File: src/rtl/mem_stage_lsu.sv
// Memory-stage load/store unit with dmem request/ready handshake and MEM/WB pipeline register.
// Stalls upstream while a data-memory access is outstanding.
module mem_stage_lsu (
  input  logic        clk,
  input  logic        rst,
  input  logic        MemRead_mem,
  input  logic        MemWrite_mem,
  input  logic        MemtoReg_mem,
  input  logic        RegWrite_mem,
  input  logic [2:0]  funct3_mem,
  input  logic [4:0]  rd_mem,
  input  logic [31:0] ALUResult_mem,
  input  logic [31:0] rs2Data_mem,
  input  logic        flush_mem,
  output logic        dmem_req,
  output logic        dmem_we,
  output logic [31:0] dmem_addr,
  output logic [31:0] dmem_wdata,
  output logic [3:0]  dmem_wstrb,
  input  logic        dmem_ready,
  input  logic [31:0] dmem_rdata,
  output logic        stall_mem,
  output logic        MemtoReg_wb,
  output logic        RegWrite_wb,
  output logic [4:0]  rd_wb,
  output logic [31:0] ALUResult_wb,
  output logic [31:0] memDout_wb,
  output logic        err_wb
);

  typedef enum logic [0:0] {StIdle, StWait} state_e;

  state_e      state_q, state_d;
  logic [31:0] addr_q, addr_d, wdata_q, wdata_d;
  logic [3:0]  wstrb_q, wstrb_d;
  logic        we_q, we_d;
  logic [2:0]  funct3_q, funct3_d;
  logic [1:0]  lane_q, lane_d;

  logic        memtoreg_wb_q, memtoreg_wb_d, regwrite_wb_q, regwrite_wb_d, err_wb_q, err_wb_d;
  logic [4:0]  rd_wb_q, rd_wb_d;
  logic [31:0] alu_wb_q, alu_wb_d, dout_wb_q, dout_wb_d;

  logic        in_wait, any_mem, mem_op, legal, aligned, issue, acc_err, is_load_cur;
  logic [1:0]  lane_in, ld_lane;
  logic [2:0]  ld_f3;
  logic [31:0] fmt_wdata, shifted, ld_data;
  logic [3:0]  fmt_wstrb;

  always_comb begin
    in_wait = (state_q == StWait);
    lane_in = ALUResult_mem[1:0];
    any_mem = MemRead_mem | MemWrite_mem;
    mem_op  = any_mem & ~flush_mem;
    legal   = MemRead_mem ? (funct3_mem inside {3'b000, 3'b001, 3'b010, 3'b100, 3'b101})
                          : (funct3_mem inside {3'b000, 3'b001, 3'b010});
    case (funct3_mem[1:0])
      2'b01:   aligned = ~lane_in[0];
      2'b10:   aligned = (lane_in == 2'b00);
      default: aligned = 1'b1;
    endcase
    issue   = ~in_wait & mem_op & legal & aligned;
    acc_err = ~in_wait & any_mem & ~(legal & aligned);

    // Lane replication lets the memory pick bytes purely by strobe.
    case (funct3_mem[1:0])
      2'b00: begin
        fmt_wdata = {4{rs2Data_mem[7:0]}};
        fmt_wstrb = 4'b0001 << lane_in;
      end
      2'b01: begin
        fmt_wdata = {2{rs2Data_mem[15:0]}};
        fmt_wstrb = 4'b0011 << lane_in;
      end
      default: begin
        fmt_wdata = rs2Data_mem;
        fmt_wstrb = 4'b1111;
      end
    endcase
    if (MemRead_mem) begin
      fmt_wdata = '0;
      fmt_wstrb = '0;
    end

    dmem_req   = in_wait | issue;
    dmem_we    = in_wait ? we_q    : ~MemRead_mem;
    dmem_addr  = in_wait ? addr_q  : {ALUResult_mem[31:2], 2'b00};
    dmem_wdata = in_wait ? wdata_q : fmt_wdata;
    dmem_wstrb = in_wait ? wstrb_q : fmt_wstrb;
    stall_mem  = dmem_req & ~dmem_ready;

    ld_f3       = in_wait ? funct3_q : funct3_mem;
    ld_lane     = in_wait ? lane_q   : lane_in;
    is_load_cur = in_wait ? ~we_q    : MemRead_mem;
    shifted     = dmem_rdata >> {ld_lane, 3'b000};
    case (ld_f3)
      3'b000:  ld_data = {{24{shifted[7]}}, shifted[7:0]};
      3'b001:  ld_data = {{16{shifted[15]}}, shifted[15:0]};
      3'b100:  ld_data = {24'd0, shifted[7:0]};
      3'b101:  ld_data = {16'd0, shifted[15:0]};
      default: ld_data = shifted;
    endcase
  end

  always_comb begin
    state_d  = state_q;
    addr_d   = addr_q;
    wdata_d  = wdata_q;
    wstrb_d  = wstrb_q;
    we_d     = we_q;
    funct3_d = funct3_q;
    lane_d   = lane_q;
    unique case (state_q)
      StIdle: begin
        if (issue) begin
          addr_d   = dmem_addr;
          wdata_d  = fmt_wdata;
          wstrb_d  = fmt_wstrb;
          we_d     = ~MemRead_mem;
          funct3_d = funct3_mem;
          lane_d   = lane_in;
          if (!dmem_ready) state_d = StWait;
        end
      end
      StWait: if (dmem_ready) state_d = StIdle;
      default: state_d = StIdle;
    endcase
  end

  always_comb begin
    memtoreg_wb_d = memtoreg_wb_q;
    regwrite_wb_d = regwrite_wb_q;
    err_wb_d      = err_wb_q;
    rd_wb_d       = rd_wb_q;
    alu_wb_d      = alu_wb_q;
    dout_wb_d     = dout_wb_q;
    if (stall_mem || (!in_wait && flush_mem)) begin
      memtoreg_wb_d = 1'b0;
      regwrite_wb_d = 1'b0;
      err_wb_d      = 1'b0;
    end else begin
      memtoreg_wb_d = MemtoReg_mem;
      regwrite_wb_d = RegWrite_mem & ~acc_err;
      err_wb_d      = acc_err;
      rd_wb_d       = rd_mem;
      alu_wb_d      = ALUResult_mem;
      dout_wb_d     = (is_load_cur && !acc_err) ? ld_data : 32'd0;
    end
  end

  always_ff @(posedge clk) begin
    if (rst) begin
      state_q       <= StIdle;
      addr_q        <= '0;
      wdata_q       <= '0;
      wstrb_q       <= '0;
      we_q          <= 1'b0;
      funct3_q      <= '0;
      lane_q        <= '0;
      memtoreg_wb_q <= 1'b0;
      regwrite_wb_q <= 1'b0;
      err_wb_q      <= 1'b0;
      rd_wb_q       <= '0;
      alu_wb_q      <= '0;
      dout_wb_q     <= '0;
    end else begin
      state_q       <= state_d;
      addr_q        <= addr_d;
      wdata_q       <= wdata_d;
      wstrb_q       <= wstrb_d;
      we_q          <= we_d;
      funct3_q      <= funct3_d;
      lane_q        <= lane_d;
      memtoreg_wb_q <= memtoreg_wb_d;
      regwrite_wb_q <= regwrite_wb_d;
      err_wb_q      <= err_wb_d;
      rd_wb_q       <= rd_wb_d;
      alu_wb_q      <= alu_wb_d;
      dout_wb_q     <= dout_wb_d;
    end
  end

  assign MemtoReg_wb  = memtoreg_wb_q;
  assign RegWrite_wb  = regwrite_wb_q;
  assign err_wb       = err_wb_q;
  assign rd_wb        = rd_wb_q;
  assign ALUResult_wb = alu_wb_q;
  assign memDout_wb   = dout_wb_q;

endmodule

File: config.mk
export PLATFORM = sky130hd
export DESIGN_NAME = mem_stage_lsu
export DESIGN_NICKNAME = d
export VERILOG_FILES = /design/src/rtl/mem_stage_lsu.sv
export SDC_FILE = /design/constraint.sdc
export NUM_CORES = 1
export LEC_CHECK = 0
export CORE_MARGIN = 2
export CORE_UTILIZATION = 49
export DETAILED_ROUTE_END_ITERATION = 10
export PLACE_DENSITY_LB_ADDON = 0.2
export SLEW_MARGIN = 20
export SYNTH_ARGS = -nofsm -noshare
export SYNTH_HDL_FRONTEND = slang
export SYNTH_SLANG_ARGS = --single-unit
File: constraint.sdc
create_clock -name clk -period 9.5 [get_ports clk]
set_input_delay 1.9 -clock clk [delete_from_list [all_inputs] [get_ports clk]]
set_output_delay 1.9 -clock clk [all_outputs]
set_load 0.01 [all_outputs]
==> metrics.md, run 1 <==
| Metric | Value |
|---|---|
| Post-DR wirelength/cell | 16.5 µm |
| DRC errors left | 0 |
| Nets | 1265 |
| Cell count of the worst reg-to-reg path | 6 |
| Clock power frac | 0.392 |
| Crit path DAT | 5.00 ns |
| CTS tree | done |
| Synth Net Count | 1062 |
| Distinct cells, synth | 54 |
| Fmax | 145 MHz |
| Kind of critical path | input pin to primary output |
| Tot GR Track Use | 0.276 |
| Critical path, cell by cell | clkdlybuf4s50_1, inv_1, ha_1, nand2b_1, o21ai_0, a21oi_1, o21ai_0, o21ai_0, clkdlybuf4s50_1 |
| H-Tree Depth | 4 |
| Post-CTS resize count | 0 |
| Root buffer cell | clkbuf_16 |
| Clk buf depth | 2 |
| Clock Latency Late Sink | 0.42 ns |
| CTS Hold Bufs | 0 |
| Max_slew headroom | 0.279 |
| Post-CTS setup buffer count | 0 |
| Final setup fails | 0 |
| DRT iter0 DRCs | 629 |
| Setup TNS | 0 ns |
| Die Area | 15900 µm² |
| Max_cap viols | 0 |
| Io pins | 255 |
| Worst EP required | 7.60 ns |
| R2R Setup Slk | 5.82 ns |
| Placed cell count | 1314 |
| Synth area leaders | dfxtp_1 40%, nand2_1 15%, a21oi_1 10% |
| CP max-delay cell | clkdlybuf4s50_1 |
| Number of global-route vias before repair | 6981 |
| Setup crit end kind | primary output |
| N_diodes | 0 |
| Beginning of the worst hold path | addr_q[4] |
| Num CTS Buffers | 17 |
| Cell internal pwr | 1.15 mW |
| Die H | 126 µm |
| Largest net degree at the start of global routing | 96 |
| Tightest Hold Check Type | flip-flop to flip-flop |
| Final HPWL from detailed placement | 14800 µm |
| Number of enable flip-flop cells after synthesis | 0 |
| First-pass GRT wire length | 35700 µm |
| Mapped Cells | 946 |
| Drt first pass iters | 5 |
| Syn Area/Cell | 7.74 µm² |
| Yosys reg bits | 147 |
| Worst setup SP type | input pin |
| Final hold vios | 0 |
| Rows | 44 |
| Die Wd | 126 µm |
| Final WS setup | 2.60 ns |
| Pwr Density | 155 nW/µm² |
| DR vias | 7452 |
| Sw Ratio | 0.282 |
| Routed WL | 22200 µm |
| Post-layout minimum cycle time | 6.90 ns |
| Power, Total | 1.60 mW |
| Crit share post-route | 0.726 |
| Initial core utilization | 0.502 |
| Synth area leader | dfxtp_1 |
| Unrepaired setup endpoints after global routing | false |
| Outcome | complete, no violations |
| Mean number of vias per cell | 5.54 |
| Critical path's top delay family | buffers and inverters |
| Psw | 451 µW |
| Max Clock Skew | 0.0118 ns |
| Port bufs | 254 |
| Share of the synthesized area in the top cell type | 0.402 |
| Core area | 14600 µm² |
| Final Max Slew Viols | 0 |
| Synthesized area | 7320 µm² |
| Gate power share | 0.199 |
| Reg2reg end | memDout_wb[18] |
| GRT overflow | 0 |
| Finished Layout Cells | 1346 |
| FFs w/ async S/R, synth | 0 |
| Measured slew at the worst slew-check pin | 1.08 ns |
| Initial antenna violation count | 0 |
| Area Overhead vs Synth | 41.0% |
| Post-synthesis sequential area ratio | 0.402 |
| Worst VDD drop | 0.139 mV |
| Hold Path Depth | 2 |
| GP Congestion | 0.869 |
| Pre-CTS WS | 2.65 ns |
| Synth Flop Type | dfxtp_1 |
| Max FO, Critical Path | 13 |
| Sequential power share | 0.410 |
| Worst path bufs/invs | 3 |
| Syn. warnings | 0 |
| Ratio of cells with drive above 1 in the final layout | 0.0852 |
| Highest cell delay on the worst timing path | 0.76 ns |
| Leakage power | 3.63 nW |
| Most frequent CP cell | o21ai_0 |
| Reg2Reg Launch Point | in_wait |
| Antenna Nets Post-Route | 0 |
| # clock sinks | 147 |
| Hold Path End | addr_q[4] |
| Clk slew on worst S/H paths | 0.06 ns |
power by group through the flow:
stage | clock [mW] | combinational, mW | sequential, mW
after floorplan | 0 | 0.156 | 0.673
after global placement | 0 | 0.312 | 0.666
after detailed placement | 0 | 0.314 | 0.667
after CTS | 0.637 | 0.317 | 0.654
after global routing | 0.664 | 0.343 | 0.656
final | 0.625 | 0.317 | 0.654
logic make-up (layout without fill, tap and decap cells):
logic type	Yosys count	count (layout)	share of synthesized area
flops	147	147	0.402
buf+inv	104	320	0.0690
fa+ha+maj	4	4	0.00684
simple gates	357	357	0.199
compound gates	275	275	0.234
mux	59	59	0.0892
synth_stat cells, types with 5 or more instances:
| library cell | number |
|---|---|
| o2bb2ai_1 | 14 |
| buf_4 | 5 |
| nand2_1 | 288 |
| nor2_1 | 18 |
| o211ai_1 | 14 |
| o31ai_1 | 9 |
| a21oi_1 | 146 |
| nand3_1 | 20 |
| buf_6 | 9 |
| inv_1 | 23 |
| or3_1 | 9 |
| buf_2 | 12 |
| mux2_2 | 37 |
| o2111ai_1 | 7 |
| mux2i_1 | 20 |
| a22oi_1 | 7 |
| clkbuf_1 | 48 |
| dfxtp_1 | 147 |
| o21ai_0 | 44 |
| o32ai_1 | 13 |
through the flow:
stage                     hold slack, ns   util  instance area, µm²
after floorplan                    0.433      -                7320
after global placement             0.438  0.670                9770
after detailed placement           0.446  0.670                9770
after CTS                          0.455  0.707               10300
after global routing               0.468  0.707               10300
final                              0.450  0.707               10300
worst min-delay path, cell delays in order (launching register included):
cell and delay (ns):
dfxtp_1 0.31, nand2_1 0.05, a21oi_1 0.05
cell type report:
| cell class | count | area, µm² |
|---|---|---|
| Clock buffer | 20 | 457 |
| Clock inverter | 12 | 96.3 |
| Fill cell | 1198 | 4270 |
| Inverter | 25 | 96.3 |
| Multi-Input combinational cell | 695 | 3890 |
| Sequential cell | 147 | 2950 |
| Tap cell | 184 | 230 |
| Timing Repair Buffer | 263 | 2610 |
layout by cell type, fill, tap and decap left out, types with 3 or more instances in the layout:
master	instances
nand2_1	288
clkdlybuf4s50_1	253
dfxtp_1	146
a21oi_1	146
o21ai_0	44
mux2_2	37
inv_1	23
mux2i_1	20
nand3_1	19
nor2_1	18
clkbuf_16	17
o2bb2ai_1	14
o211ai_1	14
o32ai_1	13
buf_4	10
o31ai_1	9
or3_1	9
a22oi_1	7
o2111ai_1	7
inv_6	5
and2_1	4
o32ai_2	4
ha_1	4
clkinvlp_4	4
a211oi_1	3
state kept, by name, summed over array words and instances, names as in the netlist:
signal,count
rd_wb,5
MemtoReg_wb,1
lane_q,2
ALUResult_wb,32
addr_q,32
in_wait,1
funct3_q,3
wstrb_q,4
RegWrite_wb,1
we_q,1
wdata_q,32
memDout_wb,32
err_wb,1
worst max path at each step:
| stage | from | endpoint | slack [ns] | cells after the start |
|---|---|---|---|---|
| final | funct3_mem[1] | dmem_wdata[14] | 2.60 | 9 |
| after global routing | funct3_mem[1] | dmem_wdata[30] | 2.33 | 9 |
| after CTS | funct3_mem[1] | dmem_wdata[14] | 2.64 | 9 |
| after detailed placement | funct3_mem[1] | dmem_wdata[14] | 2.65 | 9 |
| after global placement | funct3_mem[1] | dmem_wdata[14] | 2.74 | 9 |
| after floorplan | funct3_mem[1] | dmem_req | 3.74 | 11 |
layer usage:
layer	vias to the layer above	wire length (µm)	global-route usage
li1	3661	-	-
met1	3453	9340	0.346
met2	295	10400	0.439
met3	43	1940	0.0913
met4	0	489	0.108
met5	-	0	0
Note: power is estimated with default switching activity, not from simulation.
==> run 2, diff against run 1 <==
--- a/config.mk
+++ b/config.mk
@@ -6,7 +6,7 @@
 export NUM_CORES = 1
 export LEC_CHECK = 0
 export CORE_MARGIN = 2
-export CORE_UTILIZATION = 49
+export CORE_UTILIZATION = 41
 export DETAILED_ROUTE_END_ITERATION = 10
 export PLACE_DENSITY_LB_ADDON = 0.2
 export SLEW_MARGIN = 20
==> constraint.sdc (replaced) <==
create_clock -name clk -period 5.6 [get_ports clk]
set_input_delay 1.12 -clock clk [delete_from_list [all_inputs] [get_ports clk]]
set_output_delay 1.12 -clock clk [all_outputs]
set_load 0.01 [all_outputs]
==> run 2 against run 1 <==
Effect of this change: register-to-register slack got worse by 3.4 ns; largest cell class unchanged; clock power is 78% higher; sequential power rose by 70%.
==> metrics.md, run 2 (same netlist as run 1, synthesis figures left out) <==
| Metric | Value |
|---|---|
| Outcome | complete, no violations (unchanged) |
| Met2 usage | 0.370 (was 0.439) |
| Drt first pass iters | 5 (unchanged) |
| Number of global-route vias before repair | 6700 (was 6981) |
| Final hold vios | 0 (unchanged) |
| Kind of critical path | input pin to primary output (unchanged) |
| Num CTS Buffers | 17 (unchanged) |
| Final Max Slew Viols | 0 (unchanged) |
| Port bufs | 254 (unchanged) |
| DP Area | 9840 µm² (was 9770 µm²) |
| Setup TNS | 0 ns (unchanged) |
| Leakage power | 3.65 nW (was 3.63 nW) |
| Worst EP required | 4.48 ns (was 7.60 ns) |
| Worst setup SP type | input pin (unchanged) |
| Worst VDD drop | 0.216 mV (was 0.139 mV) |
| Unrepaired setup endpoints after global routing | false (unchanged) |
| Initial core utilization | 0.422 (was 0.502) |
| Largest net degree at the start of global routing | 73 (was 96) |
| Final setup fails | 0 (unchanged) |
| Placed cell count | 1357 (was 1314) |
| Pwr Density | 265 nW/µm² (was 155 nW/µm²) |
| R2R Setup Slk | 2.42 ns (was 5.82 ns) |
| GP Congestion | 0.882 (was 0.869) |
| Clk slew on worst S/H paths | 0.06 ns (about the same) |
| Ratio of cells with drive above 1 in the final layout | 0.0868 (was 0.0852) |
| Post-CTS resize count | 0 (unchanged) |
| Max FO, Critical Path | 11 (was 13) |
| # clock sinks | 147 (unchanged) |
| Final HPWL from detailed placement | 15700 µm (was 14800 µm) |
| Crit share post-route | 0.875 |
| GRT overflow | 0 (unchanged) |
| Core area | 17400 µm² (was 14600 µm²) |
| Post-layout minimum cycle time | 4.90 ns |
| Met3 Use GR | 0.0920 (was 0.0913) |
| Post-CTS setup buffer count | 0 (unchanged) |
| Mean number of vias per cell | 5.30 (was 5.54) |
| Clk buf depth | 2 (unchanged) |
| H-Tree Depth | 4 (unchanged) |
| Setup crit end kind | primary output (unchanged) |
| N_diodes | 0 (unchanged) |
| Final WS setup | 0.698 ns (was 2.60 ns) |
| Die Area | 18900 µm² (was 15900 µm²) |
| DRC errors left | 0 (unchanged) |
| Rows | 48 (was 44) |
| Measured slew at the worst slew-check pin | 0.805 ns (was 1.08 ns) |
| Max_cap viols | 0 (unchanged) |
| DR vias | 7356 (was 7452) |
| GRT busiest layer | met2 (unchanged) |
| CTS Hold Bufs | 0 (unchanged) |
| Max_slew headroom | 0.463 (was 0.279) |
| CTS tree | done (unchanged) |
| M1 GR Usage | 0.296 (was 0.346) |
| Nets | 1267 (was 1265) |
| Post-DR wirelength/cell | 16.4 µm (was 16.5 µm) |
| First-pass GRT wire length | 34800 µm (was 35700 µm) |
| Finished Layout Cells | 1389 (was 1346) |
| DRT iter0 DRCs | 495 (was 629) |
| Die H | 138 µm (was 126 µm) |
| Max Clock Skew | 0.0102 ns (was 0.0118 ns) |
| Crit path DAT | 3.78 ns (was 5.00 ns) |
| Antenna Nets Post-Route | 0 (unchanged) |
| Root buffer cell | clkbuf_16 (unchanged) |
| Tightest Hold Check Type | flip-flop to flip-flop (unchanged) |
| Initial antenna violation count | 0 (unchanged) |
| Area Overhead vs Synth | 42.2% (was 41.0%) |
| Final Cell Area | 10400 µm² (was 10300 µm²) |
| Routed WL | 22800 µm (was 22200 µm) |
| Most frequent cells in the layout | 288 x nand2_1, 253 x clkdlybuf4s50_1, 146 x dfxtp_1, 146 x a21oi_1, 44 x o21ai_0 (unchanged) |
| Tot GR Track Use | 0.235 (was 0.276) |
| Die Wd | 138 µm (was 126 µm) |
| Io pins | 255 (unchanged) |
| Pre-CTS WS | 0.728 ns (was 2.65 ns) |
| Commonest non-fill, non-tap cell in the layout | nand2_1 (unchanged) |
| Clock Latency Late Sink | 0.43 ns (was 0.42 ns) |
| Fmax | 204 MHz |
## run 2: changes by cell type in the layout (fill, tap and decap cells not counted), sizes merged
cell / change
clkinvlp: -1
bufinv: +1
buf: +2
clkbuf: +2
clkinv: +2
inv: -4
## run 2: metal layers
layer	vias to the layer above	routed length, µm
met5	-	0
met4	0	388
li1	3667	-
met2	246	10500
met3	35	1920
met1	3408	9940
## run 2: cell type report
type	count	area [µm²]
sequential	147	2950
multi-input combinational	695	3890
clock inverter	10	101
inverter	25	96.3
tap	225	282
fill	1582	6950
clock buffer	22	474
timing repair buffer	265	2620
## run 2: through the flow
step | power (mW) | hold WS (ns) | util
3_5_place_dp | 1.67 | 0.446 | 0.567
6_report | 2.76 | 0.452 | 0.600
5_1_grt | 2.88 | 0.470 | 0.600
3_3_place_gp | 1.67 | 0.438 | 0.567
4_1_cts | 2.78 | 0.454 | 0.600
2_1_floorplan | 1.41 | 0.433 | -
## run 2: path summary, 6_finish.rpt
kind | start | end | cells after the start
worst max register to register | in_wait | memDout_wb[8] | 6
worst min register to register | memDout_wb[7] | memDout_wb[7] | 2
worst max-delay path | funct3_mem[0] | dmem_wdata[26] | 8
worst min-delay path | memDout_wb[7] | memDout_wb[7] | 2
## run 2: power by group
part	switching [mW]	internal (mW)	leakage, nW
combinational	0.278	0.260	2.18
sequential	0.0227	1.09	1.20
clock	0.460	0.650	0.273
total	0.761	2.00	3.65
## run 2: critical path, cell delays in order
cell and delay (ns):
clkdlybuf4s50_1 0.55, ha_1 0.41, nand2b_1 0.31, o21ai_0 0.13, a21oi_1 0.35, o21ai_0 0.14, o21ai_0 0.18, clkdlybuf4s50_1 0.58
